## src/rtl/vga_framebuffer_reader.sv

```systemverilog
// VGA 640x480@60 scan-out of a 160x120 RGB332 frame buffer, 4x4 pixel replication.
// Pipeline: counters -> read request -> buffer data -> registered colour/sync.
module vga_framebuffer_reader #(
    parameter logic [14:0] FB_BASE  = 15'h0000,
    parameter int unsigned H_ACTIVE = 640,
    parameter int unsigned H_FP     = 16,
    parameter int unsigned H_SYNC   = 96,
    parameter int unsigned H_BP     = 48,
    parameter int unsigned V_ACTIVE = 480,
    parameter int unsigned V_FP     = 10,
    parameter int unsigned V_SYNC   = 2,
    parameter int unsigned V_BP     = 33
) (
    input  logic        pclk,
    input  logic        rst_n,
    output logic [14:0] rd_addr,
    output logic        rd_en,
    input  logic [7:0]  rd_data,
    output logic        vga_hs,
    output logic        vga_vs,
    output logic [3:0]  vga_r,
    output logic [3:0]  vga_g,
    output logic [3:0]  vga_b,
    output logic        frame_start
);

    localparam logic [9:0] H_ACT  = 10'(H_ACTIVE);
    localparam logic [9:0] H_LAST = 10'(H_ACTIVE + H_FP + H_SYNC + H_BP - 1);
    localparam logic [9:0] H_SS   = 10'(H_ACTIVE + H_FP);
    localparam logic [9:0] H_SE   = 10'(H_ACTIVE + H_FP + H_SYNC);
    localparam logic [9:0] V_ACT  = 10'(V_ACTIVE);
    localparam logic [9:0] V_LAST = 10'(V_ACTIVE + V_FP + V_SYNC + V_BP - 1);
    localparam logic [9:0] V_SS   = 10'(V_ACTIVE + V_FP);
    localparam logic [9:0] V_SE   = 10'(V_ACTIVE + V_FP + V_SYNC);
    localparam logic [14:0] ROW_STEP = 15'd160;

    logic [9:0]  r_h_cnt;
    logic [9:0]  r_v_cnt;
    logic [14:0] r_row_base;
    logic        r_hs1;
    logic        r_vs1;
    logic        r_vis2;
    logic        r_hs2;
    logic        r_vs2;

    logic w_h_wrap;
    logic w_v_wrap;
    logic w_visible;
    logic w_hs_raw;
    logic w_vs_raw;

    assign w_h_wrap  = (r_h_cnt == H_LAST);
    assign w_v_wrap  = (r_v_cnt == V_LAST);
    assign w_visible = (r_h_cnt < H_ACT) && (r_v_cnt < V_ACT);
    assign w_hs_raw  = !((r_h_cnt >= H_SS) && (r_h_cnt < H_SE));
    assign w_vs_raw  = !((r_v_cnt >= V_SS) && (r_v_cnt < V_SE));

    always_ff @(posedge pclk or negedge rst_n) begin
        if (!rst_n) begin
            r_h_cnt    <= '0;
            r_v_cnt    <= '0;
            r_row_base <= '0;
        end else begin
            r_h_cnt <= w_h_wrap ? 10'd0 : r_h_cnt + 10'd1;
            if (w_h_wrap) begin
                r_v_cnt <= w_v_wrap ? 10'd0 : r_v_cnt + 10'd1;
                // each buffer row covers four display lines
                if (w_v_wrap)
                    r_row_base <= '0;
                else if (r_v_cnt[1:0] == 2'b11)
                    r_row_base <= r_row_base + ROW_STEP;
            end
        end
    end

    always_ff @(posedge pclk or negedge rst_n) begin
        if (!rst_n) begin
            rd_addr     <= FB_BASE;
            rd_en       <= 1'b0;
            r_hs1       <= 1'b1;
            r_vs1       <= 1'b1;
            frame_start <= 1'b0;
        end else begin
            rd_addr     <= w_visible ?
                           FB_BASE + r_row_base + {7'd0, r_h_cnt[9:2]} :
                           FB_BASE;
            rd_en       <= w_visible;
            r_hs1       <= w_hs_raw;
            r_vs1       <= w_vs_raw;
            frame_start <= (r_h_cnt == 10'd0) && (r_v_cnt == 10'd0);
        end
    end

    always_ff @(posedge pclk or negedge rst_n) begin
        if (!rst_n) begin
            r_vis2 <= 1'b0;
            r_hs2  <= 1'b1;
            r_vs2  <= 1'b1;
            vga_hs <= 1'b1;
            vga_vs <= 1'b1;
            vga_r  <= '0;
            vga_g  <= '0;
            vga_b  <= '0;
        end else begin
            r_vis2 <= rd_en;
            r_hs2  <= r_hs1;
            r_vs2  <= r_vs1;
            vga_hs <= r_hs2;
            vga_vs <= r_vs2;
            // widen 3/3/2-bit fields by repeating their MSBs
            vga_r  <= r_vis2 ? {rd_data[7:5], rd_data[7]} : 4'd0;
            vga_g  <= r_vis2 ? {rd_data[4:2], rd_data[4]} : 4'd0;
            vga_b  <= r_vis2 ? {rd_data[1:0], rd_data[1:0]} : 4'd0;
        end
    end

endmodule

```

## config.mk

```make
export PLATFORM = sky130hd
export DESIGN_NAME = vga_framebuffer_reader
export DESIGN_NICKNAME = d
export VERILOG_FILES = /design/src/rtl/vga_framebuffer_reader.sv
export SDC_FILE = /design/constraint.sdc
export NUM_CORES = 1
export LEC_CHECK = 0
export CAP_MARGIN = 20
export CELL_PAD_IN_SITES_DETAIL_PLACEMENT = 0
export CELL_PAD_IN_SITES_GLOBAL_PLACEMENT = 2
export CORE_ASPECT_RATIO = 1.25
export CORE_MARGIN = 1.5
export CORE_UTILIZATION = 37
export CTS_CLUSTER_DIAMETER = 120
export DETAILED_ROUTE_END_ITERATION = 10
export HOLD_SLACK_MARGIN = 0.02
export PLACE_DENSITY = 0.81
export SLEW_MARGIN = 5
export SYNTH_ARGS = -nofsm -noshare
export SYNTH_HDL_FRONTEND = slang
export SYNTH_SLANG_ARGS = --single-unit
```

## constraint.sdc

```tcl
create_clock -name pclk -period 3.45 [get_ports pclk]
set_input_delay 0.69 -clock pclk [delete_from_list [all_inputs] [get_ports pclk]]
set_output_delay 0.69 -clock pclk [all_outputs]
set_load 0.01 [all_outputs]
```

==> results.py <==
metrics = {
    "outcome": {
        "status": "completed",
    },
    "timing": {
        "drv_slew": 0,
        "hold_viol": 0,
        "period_share_pct": 72.3,
        "max_freq_mhz": 401,
        "rsz0062_at_grt": "no",
        "clock_skew_ps": 7.56,
        "worst_pin_slew_ps": 872,
        "fin_hold_ws_ps": 357,
        "fin_crit_ps": 2490,
        "setup_tns_ps": 0,
        "setup_violations": 0,
        "max-slew-margin-rel_pct": 41.9,
    },
    "synthesis": {
        "yosysMostFrequentCell": "dfrtp_1",
        "synth.yosys.seq_area_share_pct": 54.6,
        "yosysTopAreaCellShare_pct": 49.1,
        "async_flop_share_pct": 100,
        "synth_seq_cells": 62,
        "synth.yosys.warnings": 0,
        "synthCells": 269,
        "synthTopCellsByArea": "dfrtp_1, dfstp_2, xnor2_1",
        "ys_types": 40,
        "synth_largest_area_cell": "dfrtp_1",
        "synthFlopType": "dfrtp_1",
        "yosys-top-cells-count": "dfrtp_1, a21oi_1, nor2_1, o21ai_0, and2_1",
        "syn_area_sq_mm": 0.00286,
        "synth-edff-count": 0,
        "synth_area_per_cell_sq_um": 10.6,
        "syn_nets": 288,
    },
    "critical_path": {
        "worstPathRequired_ps": 3720,
        "worstSetupEndpointType": "flop",
        "crit_path_start_kind": "flop",
        "crit_arrival_ps": 2770,
        "r2r_cells": 5,
        "worstSetupPathType": "flop to flop",
        "crit_path_max_fanout": 9,
    },
    "placed_design": {
        "numPortBuffers": 40,
        "dp_cells": 385,
        "dpl.hpwl_um": 4060,
        "routabilityCongestion": 0.775,
    },
    "cts": {
        "hold_buffers": 0,
        "clock_latency_ps": 340,
        "clkTransAtPathRegs_ps": 70,
        "cts_tree": "built",
        "numCtsBuffers": 9,
        "htreeDepth": 3,
        "post-cts-setup-buffers": 0,
        "cts_buffer_depth": 2,
        "cts_num_sinks": 62,
        "cts-resized-gates": 0,
        "cts_root_buffer": "clkbuf_8",
    },
    "detailed_routing": {
        "ant_nets": 0,
        "drt_iter0_drc": 87,
        "detail_route.vias_per_cell": 5.19,
        "drc_errors": 0,
        "dr.pass1.iters": 4,
        "wl_per_cell_um": 14.5,
        "vias": 2081,
        "wirelength_um": 5810,
    },
    "die": {
        "start_util_pct": 38.4,
        "die_w_um": 81.6,
        "ios": 41,
        "fp.dieH_um": 101,
        "core_area_sq_mm": 0.00744,
        "die_area_sq_mm": 0.00826,
        "rows": 35,
    },
    "cells_and_area": {
        "drive_gt1_share_pct": 8.41,
        "area_delta_synth_final_pct": 23.2,
        "antenna_cells": 0,
        "stdcell_count": 401,
        "nets": 323,
    },
    "power": {
        "power.density_mw_per_mm2": 425,
        "ir_worst_vdd_v": 0.000196,
        "p_leak_nw": 1.46,
    },
    "global_routing": {
        "track_usage_pct": 16.1,
        "grt_overflow": 0,
        "antenna_found_initial": 0,
        "grt_max_degree": 33,
        "grt_pass1_vias": 2005,
        "grt_pass1_wl_um": 9970,
    },
    "hold_path": {
        "hp-class": "flop to flop",
        "min_path_cells": 0,
    },
    "job": {
        "cap_viol_max_count": 0,
    },
}
-- sequential cells by signal, indices dropped and copies added (netlist names), 2 cells and up --
signal	flops
r_v_cnt	10
vga_b	2
r_row_base	10
vga_r	3
rd_addr	15
r_h_cnt	10
vga_g	3
-- report_power, final --
group / total (mW) / switching, mW / internal (mW)
Combinational: 0.0487 / 0.0226 / 0.0260
Sequential: 0.734 / 0.00160 / 0.732
Clock: 0.712 / 0.303 / 0.409
Total: 1.49 / 0.328 / 1.17
-- placed cells by master, fill, tap and decap left out, types with 5 or more instances in the layout --
cell / synthesis / layout
and2_1: 14 / 14
a21oi_1: 17 / 17
nand3_1: 13 / 13
xor2_1: 6 / 6
dfrtp_1: 56 / 56
or3_1: 8 / 8
nor2_1: 15 / 15
nor4_1: 9 / 9
clkbuf_8: 0 / 9
nand2_1: 10 / 10
or4_1: 5 / 5
clkdlybuf4s50_1: 0 / 39
nand4_1: 9 / 9
dfstp_2: 6 / 6
and3_1: 6 / 6
o21ai_0: 15 / 15
ha_1: 9 / 9
xnor2_1: 13 / 13
inv_1: 9 / 9
-- per-stage QoR --
stage / setup WS, ps / total power, mW / area [sq um] / util, %
after global placement: 1060 / 0.798 / 3300 / 44.3
after global routing: 696 / 1.55 / 3520 / 47.3
after CTS: 917 / 1.52 / 3520 / 47.3
final: 956 / 1.49 / 3520 / 47.3
after detailed placement: 932 / 0.798 / 3300 / 44.3
after floorplan: 1200 / 0.759 / 2860 / -
-- cell families after synthesis --
logic type | synth area share [%]
other | 0.131
muxes | 0.701
and+or+nand+nor | 21.6
xor gates and xnor gates | 5.83
AOI/OAI and AO/OA | 8.94
buffers and inverters | 4.34
adders and majority gates | 3.94
DFF | 54.6
-- per-layer routing --
layer | global-route usage, % | vias up | share of wire (%)
li1 | - | 1022 | -
met1 | 20.5 | 996 | 46
met2 | 24.8 | 50 | 47
met3 | 4.59 | 13 | 5.0
met4 | 8.34 | 0 | 2.8
met5 | 0 | - | 0
-- critical path: stages (launching register included) --
cell     delay (ps)
dfrtp_1         410
ha_1            240
nand4_1         360
or4_1           740
or4_1           520
a21oi_1         150
-- cell type report --
class | instances | area (sq um)
fillers | 697 | 3930
clock inverters | 7 | 97.6
multi-input cells | 181 | 1170
clock buffers | 9 | 124
inverters | 9 | 33.8
repair buffers | 41 | 415
flip-flops and latches | 62 | 1560
well taps | 92 | 115
-- path summary, 6_finish.rpt --
check / startpoint / to / slack (ps)
max: r_h_cnt[0] / r_row_base[13] / 960
min: r_vs1 / r_vs2 / 360
max reg2reg: r_h_cnt[0] / r_row_base[13] / 960
min reg2reg: r_vs1 / r_vs2 / 360
max in group asynchronous: rst_n / r_vs1 / 2370
min in group asynchronous: rst_n / vga_r[0] / 390
No activity file was read; power rests on OpenSTA's default activity.
==> RTL change, RTL diff (config.mk and constraints unchanged) <==
Reset style: synchronous (`rst_n`), changed in 3 clocked blocks.
--- a/src/rtl/vga_framebuffer_reader.sv
+++ b/src/rtl/vga_framebuffer_reader.sv
@@ -57,3 +57,3 @@
 
-    always_ff @(posedge pclk or negedge rst_n) begin
+    always_ff @(posedge pclk) begin
         if (!rst_n) begin
@@ -75,3 +75,3 @@
 
-    always_ff @(posedge pclk or negedge rst_n) begin
+    always_ff @(posedge pclk) begin
         if (!rst_n) begin
@@ -93,3 +93,3 @@
 
-    always_ff @(posedge pclk or negedge rst_n) begin
+    always_ff @(posedge pclk) begin
         if (!rst_n) begin
Function: differs if rst_n is asserted again (counterexample within 4 cycles, from zero or initial values and one cycle with rst_n low); with rst_n held inactive, the same outputs for 10 cycles.
==> RTL change against the unedited design <==
Count of clock-buffer cells in the layout up 1; largest cell class unchanged; worst setup slack improved by 0.21 ns; total power down 6.3%; highest routed layer unchanged; sequential cell count unchanged; clock skew down 0.0026 ns; cell area decreased by 8.1%; global-route usage shrank 0.55 points; routed wire length down 3.6%; combinational power rose by 6.2%; synthesized area shrank 8.9%; via count is 2.2% higher.
==> RTL change: results (changes against the unedited design) <==
Parameter                              Value

Outcome
  Status    complete, no violations (unchanged)

Cells and area
  Share of post-route cells with drive strength above 1    6.92% (was 8.41%)
  Nets    331 (was 323)

Logic synthesis
  Sequential area share after synthesis    47.7% (was 54.6%)
  Post-Synthesis Cell Area    0.00260 sq mm (was 0.00286 sq mm)
  Leading post-synthesis cells by instance count    dfxtp_1 (62), nor2_1 (22), a21oi_1 (15), or4_1 (13), nand3_1 (12) (was dfrtp_1 (56), a21oi_1 (17), nor2_1 (15), o21ai_0 (15), and2_1 (14))
  Synth cell types    43 (was 40)
  Mean area per synthesized cell    9.40 sq um (was 10.6 sq um)

Detailed routing
  Routed via count divided by cell count    5.21 (was 5.19)
  Total length of routed wires    5.60 mm (was 5.81 mm)
  Total via count in the routed design    2127 (was 2081)
  DR WL met3    301 um (was 292 um)

Place
  Placed standard-cell area    0.00304 sq mm (was 0.00330 sq mm)
  Routability cong.    0.861 (was 0.775)

Power and ir drop
  Internal cell power    1080 uW (was 1170 uW)
  Reported leakage power    0.00116 uW (was 0.00146 uW)
  Worst supply voltage drop on vdd    255 uV (was 196 uV)

Timing
  Setup clock skew after layout    0.00495 ns (was 0.00756 ns)

Min path
  End point of the most critical hold path    vga_hs (was r_vs2)

Setup path
  Critical R2R Capture    r_row_base[13] (unchanged)
  Register-to-register setup slack    1.17 ns (was 0.96 ns)

Global routing
  Via count of the first global-routing pass    1880 (was 2005)
  Maximum number of pins on one net before global-route repair    23 (was 33)
  First-pass GRT wire length    9.11 mm (was 9.97 mm)
  Routing usage on met3    4.15% (was 4.59%)
[RTL change: cell types whose count changed in the layout (fill, tap and decap cells not counted), moves of 7 or more]
cell     unedited run  this run
or4_1               5        13
o21ai_0            15         6
dfxtp_1             0        62
nor2_1             15        22
o31ai_1             2        10
dfrtp_1            56         0
[RTL change: how the worst max path moves through the flow]
| stage | from | endpoint | slack (ns) | cells after the start |
|---|---|---|---|---|
| detailed placement | r_v_cnt[0] | r_row_base[13] | 1.16 | 6 |
| global placement | r_h_cnt[9] | r_row_base[13] | 1.18 | 4 |
| CTS | r_h_cnt[9] | r_row_base[13] | 1.16 | 4 |
| floorplan | r_h_cnt[6] | r_v_cnt[6] | 1.35 | 6 |
| global route | r_v_cnt[1] | r_row_base[13] | 0.90 | 6 |
| finish | r_v_cnt[1] | r_row_base[13] | 1.17 | 6 |
[RTL change: critical path, cell delays in order (launching register included)]
cell	delay, ns
dfxtp_1	0.36
inv_1	0.08
ha_1	0.14
nor4b_1	0.42
nand3_1	0.25
o21ai_2	0.67
o21ba_1	0.24
[RTL change: area by class of cell]
type / instances / area [sq um]
clock buffers: 10 / 128
clock inverters: 6 / 62.6
fillers: 697 / 3660
inverters: 10 / 37.5
multi-input cells: 187 / 1230
flip-flops and latches: 62 / 1240
well taps: 90 / 113
repair buffers: 43 / 423
[RTL change: power groups by stage]
stage	clock network, uW	registers (uW)	logic [uW]
floorplan	0	747	23.3
global placement	0	747	52.2
detailed placement	0	747	52.2
CTS	633	730	52.5
global route	670	731	56.8
finish	617	731	51.7
[RTL change: cell families after synthesis]
group                      count (synthesis)  synth area share, %
and+or+nand+nor                          116                 26.1
DFF                                       62                 47.7
AOI/OAI and AO/OA                         46                 11.6
buffers and inverters                     28                 5.05
xor gates and xnor gates                  17                 5.72
adders and majority gates                  8                 3.85
